[config.mk]
export PLATFORM = sky130hd
export DESIGN_NAME = mac_seq
export DESIGN_NICKNAME = d
export VERILOG_FILES = /design/src/rtl/mac_seq.sv
export SDC_FILE = /design/constraint.sdc
export NUM_CORES = 1
export LEC_CHECK = 0
export ABC_AREA = 1
export CAP_MARGIN = 20
export CORE_UTILIZATION = 46
export CTS_BUF_LIST = sky130_fd_sc_hd__clkbuf_4
export DETAILED_ROUTE_END_ITERATION = 8
export GPL_TIMING_DRIVEN = 0
export PLACE_DENSITY_LB_ADDON = 0.12
export SYNTH_ARGS = -nofsm -noshare
export SYNTH_HDL_FRONTEND = slang
export SYNTH_SLANG_ARGS = --single-unit
[constraint.sdc]
create_clock -name clk -period 4.1 [get_ports clk]
set_input_delay 0.615 -clock clk [delete_from_list [all_inputs] [get_ports clk]]
set_output_delay 0.615 -clock clk [all_outputs]
set_load 0.02 [all_outputs]
[src/rtl/mac_seq.sv]
// mac_seq: sequences one dot product through a pipelined MAC per start and returns the result on a valid/ready port
module mac_seq #(
  parameter int DATA_WIDTH = 8,
  parameter int VEC_LEN    = 8,
  parameter int CNT_W      = $clog2(VEC_LEN + 1)
) (
  input  logic                    clk,
  input  logic                    rst,
  input  logic                    start,
  output logic                    busy,
  input  logic                    op_valid,
  input  logic [DATA_WIDTH-1:0]   op_a,
  input  logic [DATA_WIDTH-1:0]   op_b,
  output logic                    op_ready,
  output logic                    mac_en,
  output logic                    mac_clr,
  output logic [DATA_WIDTH-1:0]   mac_ain,
  output logic [DATA_WIDTH-1:0]   mac_bin,
  input  logic [3*DATA_WIDTH-1:0] mac_cout,
  output logic                    res_valid,
  output logic [3*DATA_WIDTH-1:0] res_data,
  input  logic                    res_ready,
  output logic                    done
);
  typedef enum logic [2:0] {IDLE, CLEAR, FEED, DRAIN, HOLD} state_t;
  state_t                  state_q;
  logic [CNT_W-1:0]        cnt_q;
  logic [1:0]              drn_q;
  logic [DATA_WIDTH-1:0]   ain_q, bin_q;
  logic [3*DATA_WIDTH-1:0] res_q;
  logic                    hs;
  assign busy      = state_q != IDLE;
  assign op_ready  = state_q == FEED && cnt_q < CNT_W'(VEC_LEN);
  assign hs        = op_valid & op_ready;
  assign mac_en    = hs;
  assign mac_clr   = state_q == CLEAR;
  assign mac_ain   = ain_q;
  assign mac_bin   = bin_q;
  assign res_valid = state_q == HOLD;
  assign res_data  = res_q;
  assign done      = res_valid & res_ready;
  always_ff @(posedge clk) begin
    if (rst) begin
      state_q <= IDLE;
      cnt_q   <= '0;
      drn_q   <= '0;
      ain_q   <= '0;
      bin_q   <= '0;
      res_q   <= '0;
    end else begin
      case (state_q)
        IDLE: if (start) begin
          state_q <= CLEAR;
          cnt_q   <= '0;
        end
        CLEAR: state_q <= FEED;
        FEED: if (hs) begin
          ain_q <= op_a;
          bin_q <= op_b;
          cnt_q <= cnt_q + 1'b1;
          if (cnt_q == CNT_W'(VEC_LEN - 1)) begin
            state_q <= DRAIN;
            drn_q   <= '0;
          end
        end
        // last element reaches Cout on the third drain cycle
        DRAIN: begin
          drn_q <= drn_q + 1'b1;
          if (drn_q == 2'd2) begin
            res_q   <= mac_cout;
            state_q <= HOLD;
          end
        end
        HOLD: if (res_ready) state_q <= IDLE;
        default: state_q <= IDLE;
      endcase
    end
  end
endmodule

# --- Word level (Yosys, flattened, before mapping) ---
# Index checks and enable logic that the tools add are counted.
op_classes:
  n_addsub: 2
  n_lt_le_gt_ge: 1
  eq_ne: 11
  n_mux: 12
  bitwise_logic: 2
  reduce_logical: 10
ops:
  columns: ["op", "count"]
  rows:
  - ["2-to-1 mux 3 bit", 5]
  - ["case mux 3 bit (5 select lines)", 1]
  - ["2-to-1 mux 4 bit", 2]
  - ["case mux 4 bit (2 select lines)", 1]
  - ["equality test 3 x 2 -> 1 bit (second input constant)", 2]
  - ["!= test 2 bit (second input constant)", 3]
  - ["AND reduction 3 bit", 2]
  - ["AND reduction 5 bit", 1]
  - ["adder 4 x 1 -> 4 bit (second input constant)", 1]
  - ["equality test 4 x 3 -> 1 bit (second input constant)", 1]
  - ["less-than comparator 4 bit (second input constant)", 1]
  - ["2-to-1 mux 2 bit", 2]
  - ["!= test 2 x 1 -> 1 bit (second input constant)", 2]
  - ["case mux 2 bit (2 select lines)", 1]
  - ["AND reduction 2 bit", 2]
  - ["nonzero test 2 bit", 2]
  - ["equality test 3 x 1 -> 1 bit (second input constant)", 1]
  - ["equality test 3 bit (second input constant)", 1]
  - ["logical NOT 3 bit", 1]
  - ["nonzero test 3 bit", 1]
  - ["adder 2 x 1 -> 2 bit (second input constant)", 1]
  - ["AND 1 bit", 2]
  - ["equality test 2 bit (second input constant)", 1]
  - ["logical AND 1 bit", 1]
word_totals:
  register_bits: 49
  in_bits: 45
  output_inout_bits: 46

# --- Depth between registers and ports, before layout ---
logic_depth:
  ltp_word: 5
  mapped_depth: 9
  ltp_nobuf: 9

# --- Worst setup path after synthesis ---
# OpenSTA, ideal clock, no wires.
synth_path:
  kind: "input port to output port"
  start: "input res_ready"
  end: "output done"
  arrival_time_ns: 1.272
  slack_ns: 2.213
  cell_stages: 2
  cell_sequence: "inv_1 -> nor4_1"
synth_between:
  elab_chain_len: 1
synth_lines:
  columns: ["element", "line_no", "source"]
  rows:
  - ["start: declaration", "22", "input logic res_ready,"]
  - ["AND 1 bit", "41", "assign done = res_valid & res_ready;"]
  - ["end: declaration", "23", "output logic done"]
# Every way passes these cells.

# --- Worst setup path in the final report ---
layout_path:
  start: "register state_q[0]"
  end: "output mac_en"
layout_between:
  elab_chain_len: 3
layout_lines:
  columns: ["element", "line_no", "source"]
  rows:
  - ["start: declaration", "26", "state_t state_q;"]
  - ["start signal: assignment", "44", "state_q <= IDLE;"]
  - ["start signal: assignment", "53", "state_q <= CLEAR;"]
  - ["start signal: assignment", "56", "CLEAR: state_q <= FEED;"]
  - ["equality test 3 x 2 -> 1 bit", "33", "assign op_ready = state_q == FEED && cnt_q < CNT_W'(VEC_LEN);"]
  - ["logical AND 1 bit", "33", null]
  - ["AND 1 bit", "34", "assign hs = op_valid & op_ready;"]
  - ["end: declaration", "15", "output logic mac_en,"]
# Every way passes these cells.

==> metrics.txt <==
status complete, no violations; largest net degree at the start of global routing 15; Pleak around 1.1 nW; Layout Cells excl Fill slightly above 400; CP Cell Sequence nor2_4 -> nand2_2 -> nor2_4 -> nand2_4 -> clkinv_4 -> buf_12 -> clkdlybuf4s50_1; TritonCTS clock tree done; num rows 23; Final min period ~2.7 ns; RSZ-0062 raised after global routing no; io pins slightly above 90; Netlist Area Pre-Place 2056 sq um; post-synthesis compound-gate area fraction 13.76%; port bufs 89; synth top area cells dfxtp_1 (48%), nand2_1 (12%), a21oi_1 (9.0%); r2r endpoint res_data[18]; Detail Placement HPWL 3738 um; Synthesized Nets 310; FF-to-FF setup slack 2.53 ns; Iter 0 DRT Violations between 70 and 80; post-synthesis mux area share 0%; CP max stage delay ~0.60 ns; YS warnings 0; FF+latch count, synth 49; Final period util approximately 67%; Setup Buffers After CTS 0; synth unique cells 26; Area Overhead vs Synth 50.21%; gr usage total ~22%; placed inst area roughly 3000 sq um; NumNets Final ~400; met2 WL 2339 um; Starting Density about half; CTS Hold Bufs 0; fmax 365.2 MHz; hold_sp res_data[17]; RePlAce Congestion around 0.8; ant diodes 0; Max Slew Vio Count 0; hold slack roughly 0.47 ns; Synth top area share a little under half; Max FO, Critical Path 10; CTS H-tree lvls 2; filler cell count 320; global route total overflow 0; root buf cell clkbuf_4; max cap viols 0; Max clock buf depth 2; Crit. End Element output pin; vias post-DR just over 2000; Hold Crit Depth 2; PwrDens roughly 390 nW/um^2; chip width just under 70 um; final core occ approximately 75%; antenna violations before repair 0; most used cell, CP nor2_4; synth cell count leaders nand2_1 (66), dfxtp_1 (49), a21oi_1 (37), nand3_1 (30), nor2_1 (15); Yosys top cell by area dfxtp_1; Post-CTS Resized 0; Setup CP Type flop to output pin; clock skew 0.009836 ns; r2r startpoint drn_q[0]; number of enable flip-flop cells after synthesis 0; length of the first detailed-routing pass in iterations 4; Syn Area/Cell between 7 and 8 sq um; Clock Latency Late Sink 0.36 ns; Fin. Hold Viols 0; worst rel slew slack 55.03%; final setup fails 0; uppermost layer routed met4; worst hold path class flop to flop; Synth Area in Simple Gates slightly below 30%; setup TNS 0 ns; fraction of layout instances using a drive strength above 1 11.67%; first-pass GRT wire length roughly 7700 um; post-synthesis cell count between 200 and 300; placed cell count about 400; critical path required time 3.48 ns; design area around 3100 sq um; met1 wire length between 2000 and 2500 um; Seq/Total Area, Yosys 47.72%; Critical Path AT between 2 and 2.5 ns; adder-cell share of the synthesized area 1.217%; Hold Path Sink res_data[17]; Worst Tran Pin Value slightly below 0.7 ns; total CTS buffers 5; DRT Wirelength 5067 um; drt via density a little under 5; post-route ant nets 0; async set-reset flop share out of synthesis 0%; Post-Synth XOR/XNOR Area less than 1%; Reg clk slew, reported paths 0.13 ns; Peak supply drop 0.0003515 V; Worst Reg2Reg Path Length in Cells 6; core area 4144 sq um; Die Y ~69 um; CP max-delay cell clkdlybuf4s50_1; WL met3 427 um; cell with the most instances after synthesis nand2_1; Worst Setup Start Kind flop; drc violations 0; vias in the first global route ~1800; die area 4740 sq um; wire per inst between 10 and 15 um; clk sinks 49; Most used DFF post-synth dfxtp_1; largest family of logic cells by synthesized area simple AND/OR/NAND/NOR gates
## final cells by class
type / count / area [sq um] / area share, %
Inverter: 15 / 61.31 / 1.985
Sequential cell: 49 / 980.9 / 31.77
Clock inverter: 2 / 33.78 / 1.094
Timing Repair Buffer: 89 / 890.9 / 28.85
Tap cell: 50 / 62.56 / 2.026
Multi-Input combinational cell: 184 / 923.4 / 29.90
Clock buffer: 6 / 45.04 / 1.459
Buffer: 15 / 90.09 / 2.917
## flip-flops by register name, indices dropped and copies added (netlist names)
register / flops
cnt_q: 4
drn_q: 2
mac_ain: 8
mac_bin: 8
res_data: 24
state_q: 3
## how the worst max path moves through the flow
stage | startpoint | end | slack [ns] | cells past startpoint
after detailed placement | op_valid | mac_en | 1.40 | 5
after global placement | op_valid | mac_en | 1.40 | 5
after floorplan | res_ready | done | 2.21 | 2
final | state_q[0] | mac_en | 1.36 | 7
after CTS | state_q[0] | mac_en | 1.35 | 7
after global routing | state_q[0] | mac_en | 1.24 | 7
## cells by family after synthesis
kind of cell | Yosys count
AOI/OAI and AO/OA | 49
and+or+nand+nor | 132
DFF | 49
xor gates and xnor gates | 1
adders and majority gates | 2
buffers and inverters | 30
## layout by cell type (no fill, tap or decap)
master            n
inv_1            13
a21oi_2           9
nor2_4            2
a21oi_1          37
clkbuf_4          6
clkbuf_1          7
buf_2             2
ha_1              2
nand2_1          66
nor4_1            1
clkinv_4          1
clkinv_1          1
buf_1             1
bufinv_16         1
nor2_2            1
inv_2             1
nor2_1           15
o21ai_0           2
nand2_2          11
nand3_1          30
nand3_2           1
buf_12            1
nor3_1            1
clkdlybuf4s50_1  89
buf_4             4
xor2_1            1
dfxtp_1          49
nand3b_1          3
o21ai_2           1
nand2_4           1
## report_power, final
group / internal, mW / switching [mW] / total (mW)
logic: 0.171 / 0.225 / 0.396
clock network: 0.134 / 0.151 / 0.285
registers: 0.510 / 0.0283 / 0.538
total: 0.815 / 0.404 / 1.22
## worst max-delay path, delay by kind of cell, from the launching register on
family / cells / cell delay, ns
flip-flops: 1 / 0.42
buffers and inverters: 3 / 0.84
AND/OR/NAND/NOR: 4 / 0.51
## metrics by stage
step	total power [mW]	setup slack [ns]
after CTS	1.223	1.351
after global routing	1.291	1.239
final	1.220	1.362
after global placement	0.9350	1.395
after floorplan	0.7933	2.213
after detailed placement	0.9424	1.398
## metal layers
layer,GRT usage [%],vias up
li1,-,1043
met1,26.27,906
met2,35.80,69
met3,9.046,4
met4,7.653,0
met5,0,-
(Power assumes the default switching activity.)
